--- config.mk ---
export PLATFORM = sky130hd
export DESIGN_NAME = fetch_stage
export DESIGN_NICKNAME = d
export VERILOG_FILES = /design/src/rtl/fetch_pkg.sv /design/src/rtl/fetch_stage_if_id_reg.sv /design/src/rtl/fetch_stage.sv
export SDC_FILE = /design/constraint.sdc
export NUM_CORES = 1
export LEC_CHECK = 0
export BUFFER_PORTS_ARGS = -buffer_cell sky130_fd_sc_hd__buf_2
export CORE_UTILIZATION = 53
export CTS_BUF_LIST = sky130_fd_sc_hd__clkbuf_8 sky130_fd_sc_hd__clkbuf_16
export DETAILED_ROUTE_END_ITERATION = 8
export GPL_TIMING_DRIVEN = 0
export PLACE_DENSITY_LB_ADDON = 0.1
export SLEW_MARGIN = 25
export SYNTH_ARGS = -nofsm -noshare
export SYNTH_HDL_FRONTEND = slang
export SYNTH_HIERARCHICAL = 1
export SYNTH_SLANG_ARGS = --single-unit
--- constraint.sdc ---
create_clock -name Clk -period 3.1 [get_ports Clk]
set_input_delay 0.31 -clock Clk [delete_from_list [all_inputs] [get_ports Clk]]
set_output_delay 0.31 -clock Clk [all_outputs]
set_load 0.02 [all_outputs]
--- src/rtl/fetch_pkg.sv ---
// Shared definitions for the fetch stage: FSM encodings, IF/ID entry layout and fetch constants.
package fetch_pkg;

    typedef enum logic [1:0] {
        BOOT  = 2'd0,
        RUN   = 2'd1,
        STALL = 2'd2
    } fetchState_t;

    localparam logic [31:0] NOP_WORD         = 32'h0000_0000;
    localparam logic [31:0] RESET_PC_DEFAULT = 32'h0000_0000;
    localparam logic [31:0] PC_INC           = 32'd4;

    typedef struct packed {
        logic [31:0] instr;
        logic [31:0] pcPlus4;
        logic        valid;
    } ifIdEntry_t;

    // Fetch addresses are always word aligned.
    function automatic logic [31:0] alignWord(input logic [31:0] addr);
        return {addr[31:2], 2'b00};
    endfunction

endpackage

--- src/rtl/fetch_stage_if_id_reg.sv ---
// IF/ID pipeline latch: hold beats flush, flush beats the fetched word.
module if_id_reg
    import fetch_pkg::*;
(
    input  logic        clk,
    input  logic        rstN,
    input  logic        load,
    input  logic        flush,
    input  logic [31:0] instrIn,
    input  logic [31:0] pcPlus4In,
    output ifIdEntry_t  entry
);

    always_ff @(posedge clk) begin
        if (!rstN) begin
            entry <= '{instr: NOP_WORD, pcPlus4: 32'h0, valid: 1'b0};
        end else if (load) begin
            if (flush)
                entry <= '{instr: NOP_WORD, pcPlus4: pcPlus4In, valid: 1'b0};
            else
                entry <= '{instr: instrIn, pcPlus4: pcPlus4In, valid: 1'b1};
        end
    end

endmodule

--- src/rtl/fetch_stage.sv ---
// Instruction fetch: PC, redirect/stall handling, fetch FSM and IF/ID register.
// Define FETCH_PERF_CNT_EN to add saturating StallCycles / FlushCycles counters.
module fetch_stage
    import fetch_pkg::*;
#(
    parameter logic [31:0] RESET_PC = RESET_PC_DEFAULT
) (
    input  logic        Clk,
    input  logic        Rst,
    input  logic        PCWrite,
    input  logic        DecodeRegWrite,
    input  logic        flushControl,
    input  logic        BranchTaken,
    input  logic [31:0] BranchTarget,
    input  logic        JumpTaken,
    input  logic [31:0] JumpTarget,
    output logic [31:0] InstrAddr,
    input  logic [31:0] InstrData,
    output logic [31:0] DecodeInstruction,
    output logic [31:0] DecodePCPlus4,
    output logic        DecodeValid,
    output logic [1:0]  FetchState
`ifdef FETCH_PERF_CNT_EN
    ,
    output logic [31:0] StallCycles,
    output logic [31:0] FlushCycles
`endif
);

    logic [31:0] pc, pcPlus4, pcNext;
    logic        redirect;
    fetchState_t state, stateNext;
    ifIdEntry_t  ifId;

    assign pcPlus4  = pc + PC_INC;
    assign redirect = JumpTaken | BranchTaken;

    // Redirects win over a stall: decode only asserts them for resolved branches.
    always_comb begin
        pcNext = pcPlus4;
        if (JumpTaken)
            pcNext = alignWord(JumpTarget);
        else if (BranchTaken)
            pcNext = alignWord(BranchTarget);
        else if (!PCWrite)
            pcNext = pc;
    end

    always_ff @(posedge Clk) begin
        if (!Rst) pc <= RESET_PC;
        else      pc <= pcNext;
    end

    always_comb begin
        stateNext = state;
        case (state)
            BOOT:    stateNext = RUN;
            RUN:     if (!PCWrite && !redirect) stateNext = STALL;
            STALL:   if (PCWrite || redirect)   stateNext = RUN;
            default: stateNext = BOOT;
        endcase
    end

    always_ff @(posedge Clk) begin
        if (!Rst) state <= BOOT;
        else      state <= stateNext;
    end

    // The wrong-path word behind a redirect is squashed the same way as a flush.
    if_id_reg uIfId (
        .clk       (Clk),
        .rstN      (Rst),
        .load      (DecodeRegWrite),
        .flush     (flushControl | redirect),
        .instrIn   (InstrData),
        .pcPlus4In (pcPlus4),
        .entry     (ifId)
    );

    assign InstrAddr         = pc;
    assign DecodeInstruction = ifId.instr;
    assign DecodePCPlus4     = ifId.pcPlus4;
    assign DecodeValid       = ifId.valid;
    assign FetchState        = state;

`ifdef FETCH_PERF_CNT_EN
    always_ff @(posedge Clk) begin
        if (!Rst) begin
            StallCycles <= 32'h0;
            FlushCycles <= 32'h0;
        end else begin
            if (state == STALL && StallCycles != 32'hFFFF_FFFF)
                StallCycles <= StallCycles + 32'd1;
            if (DecodeRegWrite && (flushControl || redirect) && FlushCycles != 32'hFFFF_FFFF)
                FlushCycles <= FlushCycles + 32'd1;
        end
    end
`endif

endmodule

==> reports/summary.md <==
* GRT Total Usage: 31.27%
* Synth area leader: sky130_fd_sc_hd__dfxtp_1
* flops & latches, synth: 97
* status: completed
* average routed wire per standard cell: 16.62 um
* Crit path arrival time: 2.72 ns
* number of enable flip-flop cells after synthesis: 0
* portion of synthesized cell area occupied by the leading cell type: 37.90%
* number of iterations in the first detailed-routing pass: 6
* number of global-route vias before repair: 4956
* clock insertion delay at the later pin of the skew report: 0.37 ns
* number of synthesis warnings: 6
* Final Skew: 0.01418 ns
* number of nets in the final layout: 910
* total number of placement rows: 35
* ys flop type: sky130_fd_sc_hd__dfxtp_1
* # clock sinks: 97
* cts bufs inserted: 9
* Critical Path Slowest Stage Cell: sky130_fd_sc_hd__clkbuf_1
* core area: 9284 um^2
* Inserted Diodes: 0
* Critical Path Max Stage Delay: 0.52 ns
* port bufs: 193
* Crit Path Category: primary input to register
* endpoint kind of the worst setup timing path: register
* most used cell along the critical path: sky130_fd_sc_hd__clkbuf_1
* average via count per standard cell: 5.609
* clock-pin transition on the worst setup and hold timing paths: 0.10 ns
* hold-fix buffers at CTS: 0
* maximum number of buffers from clock root to sink: 2
* transition time at the pin with the least slew margin: 0.9013 ns
* largest vdd supply drop: 288.6 uV
* P per Cell Area: 433.6 nW/um^2
* Horiz. Die Dim: 100.3 um
* max cap viols: 0
* final-report hold violation count: 0
* type of element launching the critical path: primary input
* asr flop ratio synth: 0%
* share of the yosys chip area belonging to registers: 37.90%
* I/O pin total: 202
* Seq. cell area: 1942 um^2
* number of slew-limit violations in the final report: 0
* Starting Density: 55.19%
* setup repair after global routing missed its margin: no
* FILL cells: 828
* crit-path max FO: 10
* final-report setup violation count: 0
* total DRC errors in the routed layout: 0
* first-iteration detailed-routing DRC count: 326
* largest net degree at the start of global routing: 17
* relative slew slack: 39.69%
* fraction of the cycle the final worst path needs: 79.92%
* kind of cell with the highest combined delay on the critical path: buffers and inverters
* Die Y: 100.3 um
* synthesized instance count: 599
* Reg2Reg Setup Slack: 0.74 ns
* top cell types by occurrence after synthesis: sky130_fd_sc_hd__dfxtp_1 (97), sky130_fd_sc_hd__nand2_1 (61), sky130_fd_sc_hd__o21ai_0 (40)
* data required time of the worst path: 3.34 ns
* area of the mapped netlist: 5124 um^2
* initial antenna violation count: 0
* Antenna Violating Nets Remaining: 0
* ordered list of cells on the worst path: buf_2 > clkbuf_1 > clkbuf_1 > clkbuf_1 > or3_1 > nand2b_2 > clkbuf_1 > o21ai_0
* first-pass GRT wire length: 24.64 mm
* Worst Hold Class: primary input to register
* number of unique standard cell types used by synthesis: 60
* f_max: 403.6 MHz
* Root Buffer: sky130_fd_sc_hd__clkbuf_8
* Post-DP HPWL: 11.76 mm
* overall overflow remaining after global route: 0
* Resized cells post-CTS: 0
* clock tree from TritonCTS: yes
* Max H-tree Level: 3
* time the worst path needs with I/O delays and setup: 2.478 ns
* placer congestion estimate: 0.9224
* Via Count: 5272
* Avg Synthesized Cell Area: 8.554 um^2
* setup tns final: 0 ns
* final core utilization: 69.80%
* top-count cell post-synth: sky130_fd_sc_hd__dfxtp_1
* post-CTS setup-driven buffer insertion count: 0
* top cells by area, synth: sky130_fd_sc_hd__dfxtp_1 (38%), sky130_fd_sc_hd__mux2i_1 (7.0%), sky130_fd_sc_hd__nand3b_1 (4.7%)
* Die Outline Area: 10060 um^2
* total leakage power: 3.014 nW
* final routed wirelength across all metal layers: 15.62 mm
* fraction of final layout cells with drive strength greater than 1: 29.59%
* area of combinational cells with multiple inputs: 2875 um^2
* post-synthesis to final-layout area growth: 26.47%
* number of buffer and inverter stages on the critical path: 5
[path summary, 6_finish.rpt]
kind	depth (start not counted)	from	endpoint
worst min-delay path	3	JumpTarget[9]	InstrAddr[9]
worst max-delay path	8	JumpTaken	uIfId/entry[48]
worst min register to register	2	uIfId/entry[61]	uIfId/entry[61]
worst max register to register	6	InstrAddr[2]	uIfId/entry[24]
[flip-flops by register name, summed over array words and instances (netlist names)]
signal       cells
uIfId/entry     65
FetchState       2
InstrAddr       30
[tightest hold or removal path: stages]
cell and delay, ns:
sky130_fd_sc_hd__buf_2 0.07, sky130_fd_sc_hd__nand3_1 0.06, sky130_fd_sc_hd__nand2_1 0.06
[cells by family after synthesis]
| group | Yosys count | synth area share [%] |
|---|---|---|
| xor+xnor | 30 | 5.128 |
| compound gates | 142 | 17.44 |
| buf+inv | 58 | 6.203 |
| mux | 37 | 7.253 |
| other cells | 1 | 0.07319 |
| fa+ha+maj | 1 | 0.2442 |
| simple gates | 233 | 25.76 |
| flops | 97 | 37.90 |
[area by class of cell]
| class | count | area share (%) |
|---|---|---|
| buffer | 49 | 4.383 |
| clock buffer | 9 | 1.912 |
| clock inverter | 7 | 1.448 |
| inverter | 9 | 0.5213 |
| multi-input combinational | 447 | 44.37 |
| sequential | 97 | 29.97 |
| tap | 129 | 2.491 |
| timing repair buffer | 193 | 14.91 |
[layer usage]
metal	GRT usage [%]	share of wire, %
met1	39.58	42
met3	5.153	7.4
met2	52.42	48
met5	0	0
met4	13.71	3.0
[cells in the final DEF, fill, tap and decap left out, drive strengths merged, types with 14 or more instances in the layout]
master / n
a21oi: 35
dfxtp: 97
o21ai: 50
nor3: 17
clkbuf: 36
nor2b: 38
buf: 215
nor2: 17
nand3b: 32
xnor2: 19
mux2i: 36
nand2b: 14
nand2: 61
nand3: 18
[stage by stage]
step / hold slack, ns / worst slack, ns / cell area [um^2] / power (mW) / cells
3_5_place_dp: 0.4610 / 0.2938 / 6262 / 1.906 / 924
3_3_place_gp: 0.4544 / 0.3016 / 6262 / 1.893 / 924
4_1_cts: 0.1553 / 0.6912 / 6480 / 2.810 / 940
5_1_grt: 0.1578 / 0.4922 / 6480 / 2.918 / 940
6_report: 0.1575 / 0.6225 / 6480 / 2.810 / 940
2_1_floorplan: 0.4426 / 0.9795 / 5135 / 1.707 / 602
[report_power, final]
part           leakage [nW]  switching (mW)  internal (mW)
clock                 0.111           0.470          0.455
sequential            0.793          0.0613           1.30
combinational          2.11           0.301          0.220
Note: power is estimated with default switching activity, not from simulation.
